[src/rtl/bit_collector_if.sv]
// bit_collector_if: serial-bit input strobes and downstream FIFO push bus
// for bit_collector.
//   data_in       serial data bit (asynchronous)
//   write_in      bit strobe (asynchronous level)
//   enqueue_in    word-commit strobe (asynchronous level)
//   fifo_full     downstream FIFO cannot accept a push this cycle
//   push_out      one-cycle push pulse to the FIFO
//   push_data     assembled word, zero unless push_out=1
//   ready_out     collector idle and able to take a new word
//   bit_count_out bits collected in the current word
//   error_out     sticky protocol-error flag
// The slave modport is the collector side; master is the producer/FIFO side.
interface bit_collector_if #(
  parameter int WIDTH = 8
);
  logic             data_in;
  logic             write_in;
  logic             enqueue_in;
  logic             fifo_full;
  logic             push_out;
  logic [WIDTH-1:0] push_data;
  logic             ready_out;
  logic [3:0]       bit_count_out;
  logic             error_out;

  modport slave (
    input  data_in, write_in, enqueue_in, fifo_full,
    output push_out, push_data, ready_out, bit_count_out, error_out
  );

  modport master (
    output data_in, write_in, enqueue_in, fifo_full,
    input  push_out, push_data, ready_out, bit_count_out, error_out
  );
endinterface

[src/rtl/bit_collector.sv]
// bit_collector: assembles WIDTH serial bits (LSB first) strobed by an
// asynchronous write_in level into a word, and pushes the word to a
// downstream FIFO when an asynchronous enqueue_in level rises.
// Ports:
//   clock_1MHz  sole clock, rising edge
//   rst         synchronous active-low reset
//   bus         bit_collector_if.slave (strobes in, FIFO push/status out)
// Parameters: SYNC_STAGES synchronizer depth, WIDTH bits per word (<= 15).
module bit_collector #(
  parameter int SYNC_STAGES = 2,
  parameter int WIDTH       = 8
) (
  input  logic           clock_1MHz,
  input  logic           rst,
  bit_collector_if.slave bus
);
  localparam logic [3:0] FULL_CNT = 4'(WIDTH);

  typedef enum logic [1:0] {
    COLLECT    = 2'd0,
    WAIT_SPACE = 2'd1,
    PUSH       = 2'd2
  } state_t;

  logic [SYNC_STAGES-1:0] r_data_sync, r_wr_sync, r_enq_sync, r_sync_vld;
  logic                   w_data_s, w_wr_s, w_enq_s, w_sync_ok;
  logic                   r_wr_prev, r_enq_prev;
  logic                   r_wr_arm, r_enq_arm;
  logic                   r_wr_evt, r_enq_evt, r_wr_bit;

  state_t                 r_state, w_state_nxt;
  logic [3:0]             r_count, w_count_nxt;
  logic [WIDTH-1:0]       r_shift, w_shift_nxt;
  logic                   r_err, w_err_nxt;

  assign w_data_s  = r_data_sync[SYNC_STAGES-1];
  assign w_wr_s    = r_wr_sync[SYNC_STAGES-1];
  assign w_enq_s   = r_enq_sync[SYNC_STAGES-1];
  // High once the synchronizer outputs reflect inputs sampled after reset.
  assign w_sync_ok = r_sync_vld[SYNC_STAGES-1];

  // Synchronizers and registered edge detectors. A strobe only becomes
  // "armed" after it has been observed low post-reset, so a level held high
  // through reset release cannot masquerade as a fresh rising edge.
  always_ff @(posedge clock_1MHz) begin
    if (!rst) begin
      r_data_sync <= '0;
      r_wr_sync   <= '0;
      r_enq_sync  <= '0;
      r_sync_vld  <= '0;
      r_wr_prev   <= 1'b0;
      r_enq_prev  <= 1'b0;
      r_wr_arm    <= 1'b0;
      r_enq_arm   <= 1'b0;
      r_wr_evt    <= 1'b0;
      r_enq_evt   <= 1'b0;
      r_wr_bit    <= 1'b0;
    end else begin
      r_data_sync <= SYNC_STAGES'({r_data_sync, bus.data_in});
      r_wr_sync   <= SYNC_STAGES'({r_wr_sync, bus.write_in});
      r_enq_sync  <= SYNC_STAGES'({r_enq_sync, bus.enqueue_in});
      r_sync_vld  <= SYNC_STAGES'({r_sync_vld, 1'b1});
      r_wr_prev   <= w_wr_s;
      r_enq_prev  <= w_enq_s;
      r_wr_arm    <= r_wr_arm  | (w_sync_ok & ~w_wr_s);
      r_enq_arm   <= r_enq_arm | (w_sync_ok & ~w_enq_s);
      r_wr_evt    <= w_wr_s  & ~r_wr_prev  & r_wr_arm;
      r_enq_evt   <= w_enq_s & ~r_enq_prev & r_enq_arm;
      // Data bit captured alongside the write event it belongs to.
      r_wr_bit    <= w_data_s;
    end
  end

  // ---- stage boundary: events -> FSM / word assembly ----
  always_ff @(posedge clock_1MHz) begin
    if (!rst) begin
      r_state <= COLLECT;
      r_count <= 4'd0;
      r_shift <= '0;
      r_err   <= 1'b0;
    end else begin
      r_state <= w_state_nxt;
      r_count <= w_count_nxt;
      r_shift <= w_shift_nxt;
      r_err   <= w_err_nxt;
    end
  end

  always_comb begin
    w_state_nxt = r_state;
    w_count_nxt = r_count;
    w_shift_nxt = r_shift;
    w_err_nxt   = r_err;
    unique case (r_state)
      COLLECT: begin
        // Enqueue wins over a simultaneous write; the write is dropped.
        if (r_enq_evt) begin
          if (r_count == FULL_CNT) begin
            w_state_nxt = bus.fifo_full ? WAIT_SPACE : PUSH;
          end else begin
            w_count_nxt = 4'd0;
            w_shift_nxt = '0;
            w_err_nxt   = 1'b1;
          end
        end else if (r_wr_evt) begin
          if (r_count == FULL_CNT) begin
            w_err_nxt = 1'b1;
          end else begin
            // Register is cleared between words, so OR-ing places the bit.
            w_shift_nxt = r_shift | (WIDTH'(r_wr_bit) << r_count);
            w_count_nxt = r_count + 4'd1;
          end
        end
      end
      WAIT_SPACE: begin
        if (r_wr_evt) w_err_nxt = 1'b1;
        if (!bus.fifo_full) w_state_nxt = PUSH;
      end
      PUSH: begin
        if (r_wr_evt) w_err_nxt = 1'b1;
        w_count_nxt = 4'd0;
        w_shift_nxt = '0;
        w_state_nxt = COLLECT;
      end
      default: w_state_nxt = COLLECT;
    endcase
  end

  assign bus.push_out      = (r_state == PUSH);
  assign bus.push_data     = (r_state == PUSH) ? r_shift : '0;
  assign bus.ready_out     = (r_state == COLLECT) && (r_count == 4'd0) && !bus.fifo_full;
  assign bus.bit_count_out = r_count;
  assign bus.error_out     = r_err;
endmodule

[src/flat_wrapper.sv]
// flat-port wrapper written by rule: the top's interface ports become plain ports
module bit_collector_flat 
#(
  parameter int SYNC_STAGES = 2,
  parameter int WIDTH       = 8
)
  (clock_1MHz, rst, bus_data_in, bus_write_in, bus_enqueue_in, bus_fifo_full, bus_push_out, bus_push_data, bus_ready_out, bus_bit_count_out, bus_error_out);
  bit_collector_if #(.WIDTH(WIDTH)) bus_i ();
  input  logic clock_1MHz;
  input  logic rst;
  input wire logic [$bits(bus_i.data_in)-1:0] bus_data_in;
  input wire logic [$bits(bus_i.write_in)-1:0] bus_write_in;
  input wire logic [$bits(bus_i.enqueue_in)-1:0] bus_enqueue_in;
  input wire logic [$bits(bus_i.fifo_full)-1:0] bus_fifo_full;
  output wire logic [$bits(bus_i.push_out)-1:0] bus_push_out;
  output wire logic [$bits(bus_i.push_data)-1:0] bus_push_data;
  output wire logic [$bits(bus_i.ready_out)-1:0] bus_ready_out;
  output wire logic [$bits(bus_i.bit_count_out)-1:0] bus_bit_count_out;
  output wire logic [$bits(bus_i.error_out)-1:0] bus_error_out;
  assign bus_i.data_in = bus_data_in;
  assign bus_i.write_in = bus_write_in;
  assign bus_i.enqueue_in = bus_enqueue_in;
  assign bus_i.fifo_full = bus_fifo_full;
  assign bus_push_out = bus_i.push_out;
  assign bus_push_data = bus_i.push_data;
  assign bus_ready_out = bus_i.ready_out;
  assign bus_bit_count_out = bus_i.bit_count_out;
  assign bus_error_out = bus_i.error_out;
  bit_collector #(.SYNC_STAGES(SYNC_STAGES), .WIDTH(WIDTH)) u_core (.clock_1MHz(clock_1MHz), .rst(rst), .bus(bus_i));
endmodule
[config.mk]
export PLATFORM = sky130hd
export DESIGN_NAME = bit_collector_flat
export DESIGN_NICKNAME = d
export VERILOG_FILES = /design/src/rtl/bit_collector_if.sv /design/src/rtl/bit_collector.sv /design/src/flat_wrapper.sv
export SDC_FILE = /design/constraint.sdc
export NUM_CORES = 1
export LEC_CHECK = 0
export ABC_AREA = 1
export CORE_ASPECT_RATIO = 1.4
export CORE_UTILIZATION = 56
export DETAILED_ROUTE_END_ITERATION = 7
export PLACE_DENSITY = 0.81
export SETUP_SLACK_MARGIN = 0.4
export SLEW_MARGIN = 20
export SYNTH_ARGS = -nofsm -noshare
export SYNTH_HDL_FRONTEND = slang
export SYNTH_SLANG_ARGS = --single-unit
[constraint.sdc]
create_clock -name clock_1MHz -period 2.68 [get_ports clock_1MHz]
set_clock_uncertainty 0.2 [all_clocks]
set_input_delay 0.67 -clock clock_1MHz [delete_from_list [all_inputs] [get_ports clock_1MHz]]
set_output_delay 0.67 -clock clock_1MHz [all_outputs]
set_load 0.03 [all_outputs]
# [Word-level counts from Yosys, hierarchy flattened]
# Cells that the tools add are included.
[op_classes] multipliers=0 bitwise=13 mux=23 n_eq_ne=11 shifts=1 n_div=0 n_addsub=1 order_cmp=0 reduce_logical=11
[op_table] cell="8-bit two-way mux" count=5
[op_table] cell="4-bit two-way mux" count=4
[op_table] cell="8-bit case mux with 2 select lines" count=1
[op_table] cell="2-bit two-way mux" count=4
[op_table] cell="8-bit OR" count=1
[op_table] cell="4-bit case mux with 2 select lines" count=1
[op_table] cell="1-bit by 4-bit << shifter with 8-bit output" count=1
[op_table] cell="1-bit AND" count=6
[op_table] cell="1-bit two-way mux" count=6
[op_table] cell="2-bit by 1-bit inequality test with 1-bit output (second input constant)" count=3
[op_table] cell="3-bit by 1-bit inequality test with 1-bit output (second input constant)" count=2
[op_table] cell="3-bit inequality test (second input constant)" count=2
[op_table] cell="5-bit AND reduction" count=1
[op_table] cell="4-bit by 1-bit adder with 4-bit output (second input constant)" count=1
[op_table] cell="4-bit == test (second input constant)" count=1
[op_table] cell="4-bit logical NOT" count=1
[op_table] cell="1-bit NOT" count=4
[op_table] cell="2-bit case mux with 2 select lines" count=1
[op_table] cell="4-bit AND reduction" count=1
[op_table] cell="2-bit nonzero test" count=2
[op_table] cell="3-bit AND reduction" count=1
[op_table] cell="2-bit by 1-bit == test with 1-bit output (second input constant)" count=1
[op_table] cell="2-bit == test (second input constant)" count=1
[op_table] cell="1-bit logical AND" count=2
[op_table] cell="other kinds (6)" count=7
[word_totals] mem_bits_ro=0 n_memories=0 input_bits=6 regBits=30 mem_bits_rw=0 out_inout_bits=15 latch_bits=0

# [Longest topological paths before layout]
[logic_depth] depth_word=6 ltp_mapped=9 mapped_depth_nobuf=9

# [Least setup slack after synthesis]
# Ideal clock, no wire load.
[synth_timing] path_type="flip-flop to output port" start="reg u_core.r_state[0]" end="out bus_ready_out" path_buffers=0 path_stages_with_launch=6 slack_ps=85 t_arrival_ps=1725 required_time_ps=1810 cell_sequence="dfxtp_1 -> inv_1 -> ha_1 -> inv_1 -> or2_1 -> nor3b_1"
[synth_between] elab_chain_cells=3
[synth_lines] item="start: declaration" line="bit_collector.sv:31" rtl="state_t r_state, w_state_nxt;"
[synth_lines] item="start signal: assignment" line="bit_collector.sv:82" rtl="r_state <= w_state_nxt;"
[synth_lines] item="2-bit logical NOT" line="bit_collector.sv:131" rtl="assign bus.ready_out = (r_state == COLLECT) && (r_count == 4'd0) && !bus.fifo_full;"
[synth_lines] item="1-bit logical AND (2 in a row)" line="bit_collector.sv:131"
[synth_lines] item="end: declaration" line="flat_wrapper.sv:17" rtl="output wire logic [$bits(bus_i.ready_out)-1:0] bus_ready_out;"
# No other way between the ends.

# [Worst setup path in the final report]
[layout_timing] start="reg u_core.r_state[1]" end="out bus_ready_out"
# Same word-level chain as after synthesis.

==> run metrics <==
Synth area leaders dfxtp_1 (45%), nand2_1 (12%), inv_1 (10%); Core Area 2227 um^2; GP Congestion 0.8354; Power per Cell Area 454.4 nW/um^2; setup TNS 0 ns; Most used DFF post-synth dfxtp_1; Hold Violations, Final 0; CP Capture Type primary output; initial antenna violation count 0; post-route ant nets 0; max frequency 0.4161 GHz; max_cap viols 0; Worst Setup Path Type flop to primary output; hold path startpoint u_core.r_enq_prev; Total Nets Final 226; Max Buffers Root-to-Sink 2; top-count cell post-synth nand2_1; Detailed Route WL 2665 um; remaining global-route overflow 0; PortBufs 20; DP HPWL 1951 um; htree depth 2; status finished, violations left; number of synthesized flops with an enable pin 0; Worst Path Required 1.81 ns; most frequent cells after synthesis nand2_1 (42), inv_1 (37), dfxtp_1 (30), nor2_1 (25), a21oi_1 (15); CTS sink cnt 30; top routing layer used met4; CTS tree yes; Fill cells 183; Die ar. 2602 um^2; Period minus WS final 2.403 ns; Area Overhead vs Synth 22.16%; Finish-stage setup viols 0; Clock transition at path regs 0.09 ns; synth warn 0; # IOs 21; Metal-1 WL 1071 um; CTS Buf Count 5; DR WL/cell 11.29 um; Synthesized Nets 197; 1st-iter DRT viols 35; top-area cell type share of the netlist area 44.69%; Hold Buf Count CTS 0; Site Rows 20; Starting Density 60.34%; Final Cycle Share 89.67%; ys async rst share 0%; CP arrival 1.53 ns; vias per cell 5.220; clk_lat worst skew 0.33 ns; DRC 2; layout cells sized above 1 18.69%; via count 1232; hold slack 0.1941 ns; VDD IR-drop max 0.4046 mV; worst-margin pin slew 0.3025 ns; global-route wire length before repair 4512 um; leakage power 0.0009056 uW; Netlist cell types 20; all-layer global routing usage 23.84%; Antenna Cells 0; post-synthesis sequential area ratio 44.69%; Vert. Die Dim 59.96 um; RSZ-0062 raised after global routing true; critical path startpoint category flop; Max Slew Vio Count 0; Crit Path Max Fanout 3; vias in the first global route 1132; CP startpoint u_core.r_state[1]; Hold Path Class flop to flop; CTS Root Cell clkbuf_4; cells after synthesis 185; #FFs+latches synth 30; failing checks DRC; chip width 43.40 um; mean post-synth cell area 7.264 um^2; Post-Synthesis Cell Area 1344 um^2; max_slew headroom 79.77%; leading area contributor after synthesis dfxtp_1; met3 WL post-DR 136 um; Final Total Pwr 745.9 uW; largest net degree at the start of global routing 15; DRT Pass-1 Iters 7; Critical R2R Launch u_core.bus.bit_count_out[1]; routed wl met2 1402 um
-- worst max-delay path, cell delays in order, from the launching register on --
cell and delay, ns:
dfxtp_4 0.38, inv_4 0.07, ha_4 0.14, inv_2 0.06, or2_4 0.24, nor3b_4 0.17, buf_6 0.15
-- flip-flops by register name (all words and copies together), names as in the netlist --
register / count
u_core.r_wr_prev: 1
u_core.r_shift: 8
u_core.bus.bit_count_out: 4
u_core.r_wr_sync: 2
u_core.r_enq_evt: 1
u_core.r_enq_arm: 1
u_core.r_wr_arm: 1
u_core.r_sync_vld: 2
u_core.r_data_sync: 2
u_core.r_enq_sync: 2
u_core.r_enq_prev: 1
u_core.r_wr_evt: 1
u_core.r_wr_bit: 1
u_core.r_state: 2
u_core.bus.error_out: 1
-- metrics by stage --
| step | utilization, % | std cells | instance area [um^2] | worst slack (ns) |
|---|---|---|---|---|
| CTS | 75.00 | 235 | 1670 | 0.2827 |
| detailed placement | 70.28 | 226 | 1565 | 0.05618 |
| floorplan | - | 185 | 1355 | 0.4433 |
| finish | 73.71 | 236 | 1642 | 0.2768 |
| global route | 73.71 | 236 | 1642 | 0.2285 |
| global placement | 70.28 | 226 | 1565 | 0.08957 |
-- cells by family (layout without fill, tap and decap cells) --
family / after synthesis / in the layout / share of synthesized area (%)
flops: 30 / 30 / 44.69
buf+inv: 41 / 70 / 12.85
fa+ha+maj: 6 / 6 / 5.586
compound gates: 16 / 16 / 5.959
simple gates: 92 / 92 / 30.91
-- final timing paths --
check        cells after the start  slack, ns           endpoint
max                              6       0.28      bus_ready_out
min                              1       0.19   u_core.r_enq_evt
max reg2reg                      8       0.88  u_core.r_shift[5]
min reg2reg                      1       0.19   u_core.r_enq_evt
-- what timing repair did --
item	4_1_cts	5_1_grt
setup buffers	2	1
endpoints found under the setup margin	14	10
gates resized for setup	43	15
pin swaps	1	0
-- placed cells by master (no fill, tap or decap), types with 2 or more instances in the layout --
cell             count
nand2_2              3
inv_1               34
clkinv_2             2
buf_4                5
nand2_4              2
clkbuf_2             2
nor2_1              25
dlygate4sd2_1        5
ha_1                 4
inv_2                2
nor3_1               3
dfxtp_1             27
clkdlybuf4s18_2      3
dfxtp_2              2
clkbuf_4             5
a21oi_1             15
nand3_1             12
buf_2                4
inv_4                2
ha_4                 2
nand2_1             42
clkdlybuf4s50_1      5
-- area by class of cell --
| cell class | instances | area (um^2) | share of cell area, % |
|---|---|---|---|
| timing repair buffer | 25 | 202.7 | 12.35 |
| clock buffer | 5 | 37.54 | 2.287 |
| inverter | 38 | 147.6 | 8.994 |
| tap | 22 | 27.53 | 1.677 |
| clock inverter | 2 | 10.01 | 0.6098 |
| sequential | 30 | 606.8 | 36.97 |
| multi-input combinational | 114 | 609.3 | 37.12 |
-- layer usage --
layer / track usage [%] / vias to the layer above
met3: 7.553 / 8
li1: - / 615
met5: 0 / -
met4: 15.18 / 0
met1: 23.50 / 573
met2: 42.42 / 36
-- power breakdown --
group	total, uW	leakage (uW)	switching, uW	internal [uW]
clock	243	0.0000308	149	94.0
combinational	43.4	0.000629	24.1	19.4
sequential	459	0.000246	4.65	455
(Power assumes the default switching activity.)
